`config.mk`:
```
export PLATFORM = sky130hd
export DESIGN_NAME = div_unit
export DESIGN_NICKNAME = d
export VERILOG_FILES = /design/src/rtl/div_unit.sv
export SDC_FILE = /design/constraint.sdc
export NUM_CORES = 1
export LEC_CHECK = 0
export CAP_MARGIN = 20
export CORE_MARGIN = 4
export CORE_UTILIZATION = 35
export DETAILED_ROUTE_END_ITERATION = 16
export HOLD_SLACK_MARGIN = 0.1
export SLEW_MARGIN = 20
export SYNTH_ARGS = -nofsm -noshare
export SYNTH_HDL_FRONTEND = slang
export SYNTH_SLANG_ARGS = --single-unit
export TNS_END_PERCENT = 20
```
`constraint.sdc`:
```
create_clock -name clk_i -period 3.65 [get_ports clk_i]
set_clock_uncertainty 0.2 [all_clocks]
set_input_delay 0.73 -clock clk_i [delete_from_list [all_inputs] [get_ports clk_i]]
set_output_delay 0.73 -clock clk_i [all_outputs]
set_load 0.005 [all_outputs]
```
`src/rtl/div_unit.sv`:
```
// Iterative DIV/DIVU/REM/REMU unit: restoring division on operand magnitudes,
// one quotient bit per cycle, then sign fix-up. state | meaning:
//   IDLE | waiting for Start_i
//   CALC | one restoring step per cycle, counter 0..DATA_W-1
//   FIX  | sign correction, result select, register into DivResult_o
//   DONE | Done_o pulse; may accept the next request with no bubble
module div_unit #(
    parameter int DATA_W = 32
) (
    input  logic              clk_i,
    input  logic              rst_i,
    input  logic              Start_i,
    input  logic              Flush_i,
    input  logic [1:0]        DivOp_i,
    input  logic [DATA_W-1:0] Data1_i,
    input  logic [DATA_W-1:0] Data2_i,
    output logic              Busy_o,
    output logic              Done_o,
    output logic [DATA_W-1:0] DivResult_o
);

    typedef enum logic [1:0] {S_IDLE, S_CALC, S_FIX, S_DONE} state_t;

    localparam logic [5:0]        LAST    = 6'(DATA_W - 1);
    localparam logic [DATA_W-1:0] INT_MIN = {1'b1, {(DATA_W-1){1'b0}}};

    state_t            state_q, state_d;
    logic [5:0]        cnt_q, cnt_d;
    logic [1:0]        op_q, op_d;
    logic              sign1_q, sign1_d;
    logic              sign2_q, sign2_d;
    logic [DATA_W-1:0] dvd_q, dvd_d;
    logic [DATA_W-1:0] dvs_q, dvs_d;
    logic [DATA_W-1:0] rem_q, rem_d;
    logic [DATA_W-1:0] result_q, result_d;

    logic              accept;
    logic              signed_in;
    logic              neg1_in, neg2_in;
    logic              div_zero, overflow;
    logic [DATA_W:0]   rem_sh, diff;
    logic [DATA_W-1:0] q_fix, r_fix;

    assign accept    = (state_q == S_IDLE || state_q == S_DONE) && Start_i && !Flush_i;
    assign signed_in = ~DivOp_i[0];
    assign neg1_in   = signed_in & Data1_i[DATA_W-1];
    assign neg2_in   = signed_in & Data2_i[DATA_W-1];
    assign div_zero  = (Data2_i == '0);
    assign overflow  = signed_in && (Data1_i == INT_MIN) && (Data2_i == '1);

    // Partial remainder stays below the divisor, so the 33rd bit only exists
    // transiently in the shifted value and the trial difference.
    assign rem_sh = {rem_q, dvd_q[DATA_W-1]};
    assign diff   = rem_sh - {1'b0, dvs_q};
    assign q_fix  = (sign1_q ^ sign2_q) ? -dvd_q : dvd_q;
    assign r_fix  = sign1_q ? -rem_q : rem_q;

    always_comb begin
        state_d  = state_q;
        cnt_d    = cnt_q;
        op_d     = op_q;
        sign1_d  = sign1_q;
        sign2_d  = sign2_q;
        dvd_d    = dvd_q;
        dvs_d    = dvs_q;
        rem_d    = rem_q;
        result_d = result_q;

        if (Flush_i) begin
            state_d = S_IDLE;
            cnt_d   = '0;
        end else if (accept) begin
            op_d    = DivOp_i;
            sign1_d = neg1_in;
            sign2_d = neg2_in;
            dvd_d   = neg1_in ? -Data1_i : Data1_i;
            dvs_d   = neg2_in ? -Data2_i : Data2_i;
            rem_d   = '0;
            cnt_d   = '0;
            if (div_zero) begin
                result_d = DivOp_i[1] ? Data1_i : '1;
                state_d  = S_DONE;
            end else if (overflow) begin
                result_d = DivOp_i[1] ? '0 : INT_MIN;
                state_d  = S_DONE;
            end else begin
                state_d = S_CALC;
            end
        end else begin
            case (state_q)
                S_CALC: begin
                    // Quotient bits shift into the dividend register as it empties.
                    if (!diff[DATA_W]) begin
                        rem_d = diff[DATA_W-1:0];
                    end else begin
                        rem_d = rem_sh[DATA_W-1:0];
                    end
                    dvd_d = {dvd_q[DATA_W-2:0], ~diff[DATA_W]};
                    if (cnt_q == LAST) begin
                        state_d = S_FIX;
                    end else begin
                        cnt_d = cnt_q + 6'd1;
                    end
                end
                S_FIX: begin
                    result_d = op_q[1] ? r_fix : q_fix;
                    state_d  = S_DONE;
                end
                S_DONE:  state_d = S_IDLE;
                default: state_d = S_IDLE;
            endcase
        end
    end

    always_ff @(posedge clk_i) begin
        if (rst_i) begin
            state_q  <= S_IDLE;
            cnt_q    <= '0;
            op_q     <= '0;
            sign1_q  <= 1'b0;
            sign2_q  <= 1'b0;
            dvd_q    <= '0;
            dvs_q    <= '0;
            rem_q    <= '0;
            result_q <= '0;
        end else begin
            state_q  <= state_d;
            cnt_q    <= cnt_d;
            op_q     <= op_d;
            sign1_q  <= sign1_d;
            sign2_q  <= sign2_d;
            dvd_q    <= dvd_d;
            dvs_q    <= dvs_d;
            rem_q    <= rem_d;
            result_q <= result_d;
        end
    end

    assign Busy_o      = (state_q == S_CALC) || (state_q == S_FIX);
    assign Done_o      = (state_q == S_DONE);
    assign DivResult_o = result_q;

endmodule

```
; Word level (Yosys, flattened, before mapping)
; Cells that the tools add are included.
[totals]
wordCells = 68
output_inout_bits = 34
in_bits = 70
ff_bits = 140
[classes]
muxes = 21
n_reduce_logical = 17
addsub = 6
eq_ne = 8
n_bitwise = 7
[ops]
columns = operator, n
row1 = $mux W32, 16
row2 = $neg A32 Y32, 4
row3 = $eq A32 B32 Y1 const B, 2
row4 = $sub A33 B32 Y33, 1
row5 = $logic_not A32 Y1, 1
row6 = $mux W2, 4
row7 = $add A6 B1 Y6 const B, 1
row8 = $eq A6 B5 Y1 const B, 1
row9 = $reduce_and A2 Y1, 3
row10 = $eq A2 B2 Y1 const B, 2
row11 = $logic_and A1 B1 Y1, 4
row12 = $not A1 Y1, 4
row13 = $pmux W2 S2, 1
row14 = $reduce_bool A2 Y1, 2
row15 = $ne A3 B1 Y1 const B, 1
row16 = $ne A3 B3 Y1 const B, 1
row17 = $reduce_and A3 Y1, 1
row18 = $reduce_or A3 Y1, 1
row19 = $and A1 B1 Y1, 2
row20 = $eq A2 B1 Y1 const B, 1
row21 = $logic_not A2 Y1, 1
row22 = $logic_or A1 B1 Y1, 2
row23 = $reduce_or A2 Y1, 1
row24 = $logic_not A1 Y1, 1
row25 = $xor A1 B1 Y1, 1

; Logic depth before layout (Yosys ltp)
; Gate-level depths: netlist of run 1.
[logic_depth]
ltp_word = 6
depth_mapped = 14
mapped_depth_nobuf = 12

; Least setup slack after synthesis of run 1
; Ideal clock, no wire load.
[synth_path]
path_kind = register -> register
from = reg dvd_q[31]
to = reg rem_q[19]
path_stages_with_launch = 15
arrival_ps = 3040
slack_ps = 281
synth_period_minus_slack_ps = 3369
path_buffers = 2
required_time_ps = 3322
path_cell_list = dfxtp_1 > inv_1 > ha_1 > fa_1 > nand2b_1 > a21oi_1 > o2111ai_1 > a2111oi_0 > nor4b_1 > o21ai_1 > xor2_1 > buf_2 > buf_4 > mux2i_1 > o21ai_0
[synth_between]
elab_chain_len = 4
[synth_rtl]
columns = item, line_no
row1 = from (decl), 32  ; logic [DATA_W-1:0] dvd_q, dvd_d;
row2 = from (signal assigned), 132  ; dvd_q <= dvd_d;
row3 = $sub A33 B32 Y33, 54  ; assign diff = rem_sh - {1'b0, dvs_q};
row4 = $mux W32, 93  ; if (!diff[DATA_W]) begin
row5 = $mux W32, 90  ; case (state_q)
row6 = $mux W32, 72  ; end else if (accept) begin
row7 = to (signal assigned), 134  ; rem_q <= rem_d;
row8 = to (decl), 34  ; logic [DATA_W-1:0] rem_q, rem_d;
; No other way between the ends. The select of a mux whose other input is x is not followed.
; A chain may end at the register's enable or synchronous reset.

; Worst setup path after layout of run 1
[layout_path]
from = in Data1_i[6]
to = reg dvd_q[31]
[layout_between]
elab_chain_len = 3
[layout_rtl]
columns = item, line_no
row1 = from (decl), 15  ; input logic [DATA_W-1:0] Data1_i,
row2 = $neg A32 Y32, 76  ; dvd_d = neg1_in ? -Data1_i : Data1_i;
row3 = $mux W32, 76
row4 = $mux W32, 72
; No other way between the ends.

==> results of run 1 <==
==> cells by family after synthesis <==
kind of cell	Yosys count	synth area share (%)
fa+ha+maj	43	5.17
compound gates	402	25.1
simple gates	512	22.7
flops	139	26.4
mux	35	3.33
xor+xnor	144	12.0
buf+inv	140	5.34
==> metrics by stage <==
stage                     hold WS [ns]  TNS, ns  utilization (%)
after floorplan                  0.232        0                -
after global placement           0.236   -0.645             42.7
after detailed placement         0.237    -2.96             42.7
after CTS                        0.247        0             44.7
after global routing             0.266  -0.0135             45.1
final                            0.243        0             45.1
==> metal layers <==
metal	part of all wire, %	routed length (um)
met1	50	17100
met2	44	15000
met3	4.9	1680
met4	1.6	548
met5	0	0
==> worst paths after layout <==
kind	start	endpoint	slack [ns]	cells past startpoint
hold / removal	DivResult_o[21]	DivResult_o[21]	0.24	2
setup / recovery	Data1_i[6]	dvd_q[31]	0.14	10
setup reg to reg	dvd_q[31]	dvd_q[0]	0.17	16
hold reg to reg	DivResult_o[21]	DivResult_o[21]	0.24	2
==> registers in the layout, indices dropped and copies added (netlist names) <==
name and flops:
DivResult_o 32, dvd_q 32, dvs_q 32, rem_q 32, cnt_q 6, state_q 2, op_q 1, sign1_q 1
sign2_q 1
==> worst reg2reg max path: cells and delay by family, from the launching register on <==
kind,cells,cell delay [ns]
and+or+nand+nor,3,0.28
adders and majority gates,2,0.58
buffers and inverters,5,0.70
AOI/OAI and AO/OA,5,1.21
DFF,1,0.33
xor gates and xnor gates,1,0.06
==> synth_stat cells, types with 6 or more instances <==
library cell	number
nand3_1	15
nor3_1	25
ha_1	42
o221ai_1	6
or3_1	15
xor2_1	79
nor2b_1	8
clkbuf_1	66
or4_1	12
o21ai_0	98
o22ai_1	9
dfxtp_1	139
a21o_1	9
inv_1	57
and3_1	7
a21oi_1	88
o31ai_1	21
o21ai_1	7
o211ai_1	18
nand4_1	19
a311oi_1	37
nor2_1	158
mux2i_1	34
o41ai_1	14
and2_1	10
a211oi_1	42
a31oi_1	14
nor4_1	15
nand2b_1	30
xnor2_1	65
nand2_1	177
==> power by group through the flow <==
stage          logic [uW]  registers [uW]  clock network, uW
2_1_floorplan         617            1650                  0
3_3_place_gp          987            1660                  0
3_5_place_dp          991            1670                  0
4_1_cts              1000            1630               1780
5_1_grt              1130            1640               1840
6_report             1020            1630               1740
==> timing repair <==
action                     4_1_cts  5_1_grt
pin swaps                        0        6
setup endpoints to repair       33       34
setup buffers                    0        2
resized for setup                4       10
gates cloned                     0        2
==> final cells by class <==
cell class / count / area [um2]
fillers: 3004 / 16300
multi-input cells: 1136 / 7290
flip-flops and latches: 139 / 2780
repair buffers: 224 / 2050
well taps: 390 / 488
clock buffers: 22 / 464
inverters: 57 / 214
clock inverters: 9 / 115
==> reports/qor.txt, run 1 <==
Cell internal pwr = 3050 uW
Comb pwr share = 23.2%
Wirelength, routed = 34400 um
CP max stage delay = 0.59 ns
Die area = 33000 um2
Clock buffer depth = 2
Vias per std cell = 5.48
Non-Filler Instances = 1977
CP Class = in2reg
Total power after layout = 4390 uW
Clock sinks = 139
Global-route wire length before repair = 54600 um
Synth Warn # = 0
Post-Place Worst Slack = -0.560 ns
Drt first pass iters = 6
DP Area = 12700 um2
Rows = 63
Top_reg_cell synth = dfxtp_1
Rel. slew slack = 42.8%
Area grow syn2layout = 27.1%
Final hold viol count = 0
PortBufs = 103
Switch Pwr = 1340 uW
Startpoint types = input port
Antenna Cells = 0
Leak pwr = 0.00505 uW
GR peak layer = met2
DR DRC count = 0
Pin count of the biggest net entering global routing = 81
Synth cell types = 72
Inst Count DP = 1942
Post-route minimum period = 3.51 ns
Clock Latency Late Sink = 0.43 ns
FF+latch count, synth = 139
Status = completed
Share of post-route cells with drive strength above 1 = 11.2%
Largest vdd supply drop = 0.294 mV
GPL Wtd Cong = 0.906
Synthesized cell area = 10500 um2
Number of buffers created by CTS = 17
Synth top area share = 26.4%
Maximum fanout along the worst path = 3
M2 GR Usage = 31.2%
WP data arrival = 3.57 ns
Share of async-settable or async-resettable flops after synthesis = 0%
Buf/Inv on CP = 2
Commonest cells after routing, fill and taps aside = nand2_1 (177), nor2_1 (156), dfxtp_1 (138)
M3 GR Usage = 3.25%
Crit. End Element = flip-flop
Worst path required time = 3.71 ns
Final Max Tran Viols = 0
Ports = 104
EDFF count, synth = 0
Setup Viol. Count Final = 0
Hpwl dp = 26500 um
Ranking of synthesized cells by area = dfxtp_1 (26%), xor2_1 (6.6%), nand2_1 (6.3%)
CP cell instances = clkdlybuf4s50_1 -> or4_1 -> nor4_1 -> and3_1 -> and2_1 -> nand2_1 -> buf_4 -> nor2_1 -> o21ai_0 -> a2111oi_2
Synth area leader = dfxtp_1
Global-route met1 utilization = 29.1%
Die Span Y = 182 um
Grt total ovfl = 0
TritonCTS clock tree = yes
Vias in the first global route = 10127
Clock power frac = 39.6%
Remaining antenna violation count = 0
Htree depth = 4
Initial antenna violation count = 0
Commonest non-fill, non-tap cell in the layout = nand2_1
Wire per inst = 17.4 um
Layout Nets = 1688
Die width = 182 um
Gate Count Post-Synth = 1415
Synthesized Nets = 1528
Clk pin slew, worst setup/hold paths = 0.06 ns
Root buf cell = clkbuf_16
Gr usage total = 20.1%
Reg power frac = 37.2%
Core Area = 29700 um2
Max Clk Rate = 285 MHz
CP max stage cell = or4_1
Maximum capacitance violations = 0
Sequential share of the synthesized area = 26.4%
Design area = 13400 um2
Worst Hold Class = reg2reg
Family with the most delay on the worst path = simple AND/OR/NAND/NOR gates
Initial Utilization = 35.5%
Pwr dens = 328 nW/um2
Iteration-0 DRC Markers = 970
DR vias = 10842
Mean area per synthesized cell = 7.45 um2
Switching Fraction = 30.5%
Crit share post-route = 96.2%
Slew @ Worst Pin = 0.858 ns
Hold buffers post-CTS = 0
Setup ws final = 0.139 ns
Note: power is estimated with default switching activity, not from simulation.
==> run 2, diff against run 1 <==
- CAP_MARGIN: 20 -> unset
- SKIP_CTS_REPAIR_TIMING: unset -> 1
==> reports/qor.txt, run 2 (synthesis results as in run 1) <==
Total power after layout = 4390 uW (about the same)
GPL Wtd Cong = 0.906 (unchanged)
R2R Setup Slk = 0.17 ns (about the same)
Layout Nets = 1688 (unchanged)
Slew @ Worst Pin = 0.872 ns (was 0.858 ns)
Met2 WL post-DR = 15000 um (about the same)
Largest vdd supply drop = 0.293 mV (was 0.294 mV)
Iteration-0 DRC Markers = 986 (was 970)
HP Start = DivResult_o[21] (unchanged)
Remaining antenna violation count = 0 (unchanged)
Htree depth = 4 (unchanged)
Pin count of the biggest net entering global routing = 81 (unchanged)
Wire per inst = 17.4 um (about the same)
Hpwl dp = 26500 um (unchanged)
Setup Viol. Count Final = 0 (unchanged)
Grt total ovfl = 0 (unchanged)
Crit. End Element = flip-flop (unchanged)
CP Class = in2reg (unchanged)
PortBufs = 103 (unchanged)
WHS Path Cells = 2 (unchanged)
WP data arrival = 3.57 ns (about the same)
Filler instances = 3005 (was 3004)
Setup ws final = 0.138 ns (was 0.139 ns)
Share of post-route cells with drive strength above 1 = 11.2% (unchanged)
Commonest cells after routing, fill and taps aside = nand2_1 (177), nor2_1 (156), dfxtp_1 (138) (unchanged)
Final hold viol count = 0 (unchanged)
Clk pin slew, worst setup/hold paths = 0.06 ns (about the same)
DR DRC count = 0 (unchanged)
Leak pwr = 0.00505 uW (unchanged)
Area grow syn2layout = 27.1% (unchanged)
DR vias = 10906 (was 10842)
Crit share post-route = 96.2% (about the same)
Vias per std cell = 5.52 (was 5.48)
Final Max Tran Viols = 0 (unchanged)
Initial Utilization = 35.5% (unchanged)
Worst r2r dst = dvd_q[0] (unchanged)
Worst path required time = 3.71 ns (about the same)
Antenna Cells = 0 (unchanged)
Gr usage total = 20.1% (about the same)
Max Clk Rate = 285 MHz (about the same)
FF/Latch Area = 2780 um2 (unchanged)
Clock Latency Late Sink = 0.43 ns (about the same)
Multi-input gate area = 7290 um2 (unchanged)
Maximum fanout along the worst path = 3 (unchanged)
Initial antenna violation count = 0 (unchanged)
TritonCTS clock tree = yes (unchanged)
Reg2Reg Depth = 16 (unchanged)
Commonest non-fill, non-tap cell in the layout = nand2_1 (unchanged)
Drt first pass iters = 5 (was 6)
Worst r2r src = dvd_q[31] (unchanged)
Wirelength, routed = 34300 um (was 34400 um)
Global-route wire length before repair = 54600 um (about the same)
Die Span Y = 182 um (unchanged)
Final Util = 45.1% (unchanged)
Post-Place Worst Slack = -0.560 ns (unchanged)
Root buf cell = clkbuf_16 (unchanged)
Uppermost layer routed = met4 (unchanged)
Worst Hold Class = reg2reg (unchanged)
Hold Path Sink = DivResult_o[21] (unchanged)
Met3 Routed Length = 1790 um (was 1680 um)
Clock buffer depth = 2 (unchanged)
Met1 Wirelength = 16900 um (was 17100 um)
Ports = 104 (unchanged)
Die area = 33000 um2 (unchanged)
Maximum capacitance violations = 0 (unchanged)
Clock sinks = 139 (unchanged)
Die width = 182 um (unchanged)
Rel. slew slack = 41.9% (was 42.8%)
Post-route minimum period = 3.51 ns (about the same)
Pwr dens = 328 nW/um2 (about the same)
Rows = 63 (unchanged)
Vias in the first global route = 10120 (was 10127)
Core Area = 29700 um2 (unchanged)
Startpoint types = input port (unchanged)
Status = completed (unchanged)
Setup TNS = 0 ns (unchanged)
Number of buffers created by CTS = 17 (unchanged)
run 2: worst max-delay path by stage:
stage	endpoint	start	slack, ns	cells past startpoint
finish	dvd_q[31]	Data1_i[6]	0.14	10
floorplan	rem_q[19]	dvd_q[31]	0.28	14
detailed placement	dvd_q[31]	Data1_i[6]	-0.56	10
global placement	dvd_q[31]	Data1_i[6]	-0.58	10
CTS	dvd_q[31]	Data1_i[6]	-0.14	10
global route	rem_q[26]	dvd_q[31]	-0.01	16
run 2: layout make-up:
type,count,area share [%]
timing repair buffer,224,15.3
multi-input combinational,1136,54.4
clock inverter,9,0.859
inverter,57,1.60
clock buffer,22,3.46
sequential,139,20.8
tap,390,3.64
run 2: worst max-delay path, stage by stage:
cell	delay, ns
clkdlybuf4s50_1	0.42
or4_1	0.59
nor4_1	0.28
and3_1	0.27
and2_1	0.18
nand2_1	0.13
buf_4	0.21
nor2_1	0.07
o21ai_0	0.10
a2111oi_2	0.58
run 2: power breakdown:
| part | switching (uW) | internal (uW) |
|---|---|---|
| Combinational | 585 | 435 |
| Clock | 696 | 1040 |
| Sequential | 58.0 | 1580 |
run 2: metrics by stage:
| stage | instances | hold WS, ns | cell area (um2) |
|---|---|---|---|
| floorplan | 1415 | 0.232 | 10500 |
| detailed placement | 1942 | 0.237 | 12700 |
| finish | 1977 | 0.243 | 13400 |
| CTS | 1973 | 0.247 | 13300 |
| global route | 1977 | 0.266 | 13400 |
| global placement | 1942 | 0.236 | 12700 |
run 2: layer usage:
layer  track usage, %  up-vias
met1             29.1     5111
met4             5.16        0
met2             31.2      317
met5                0        -
li1                 -     5438
met3             3.25       40
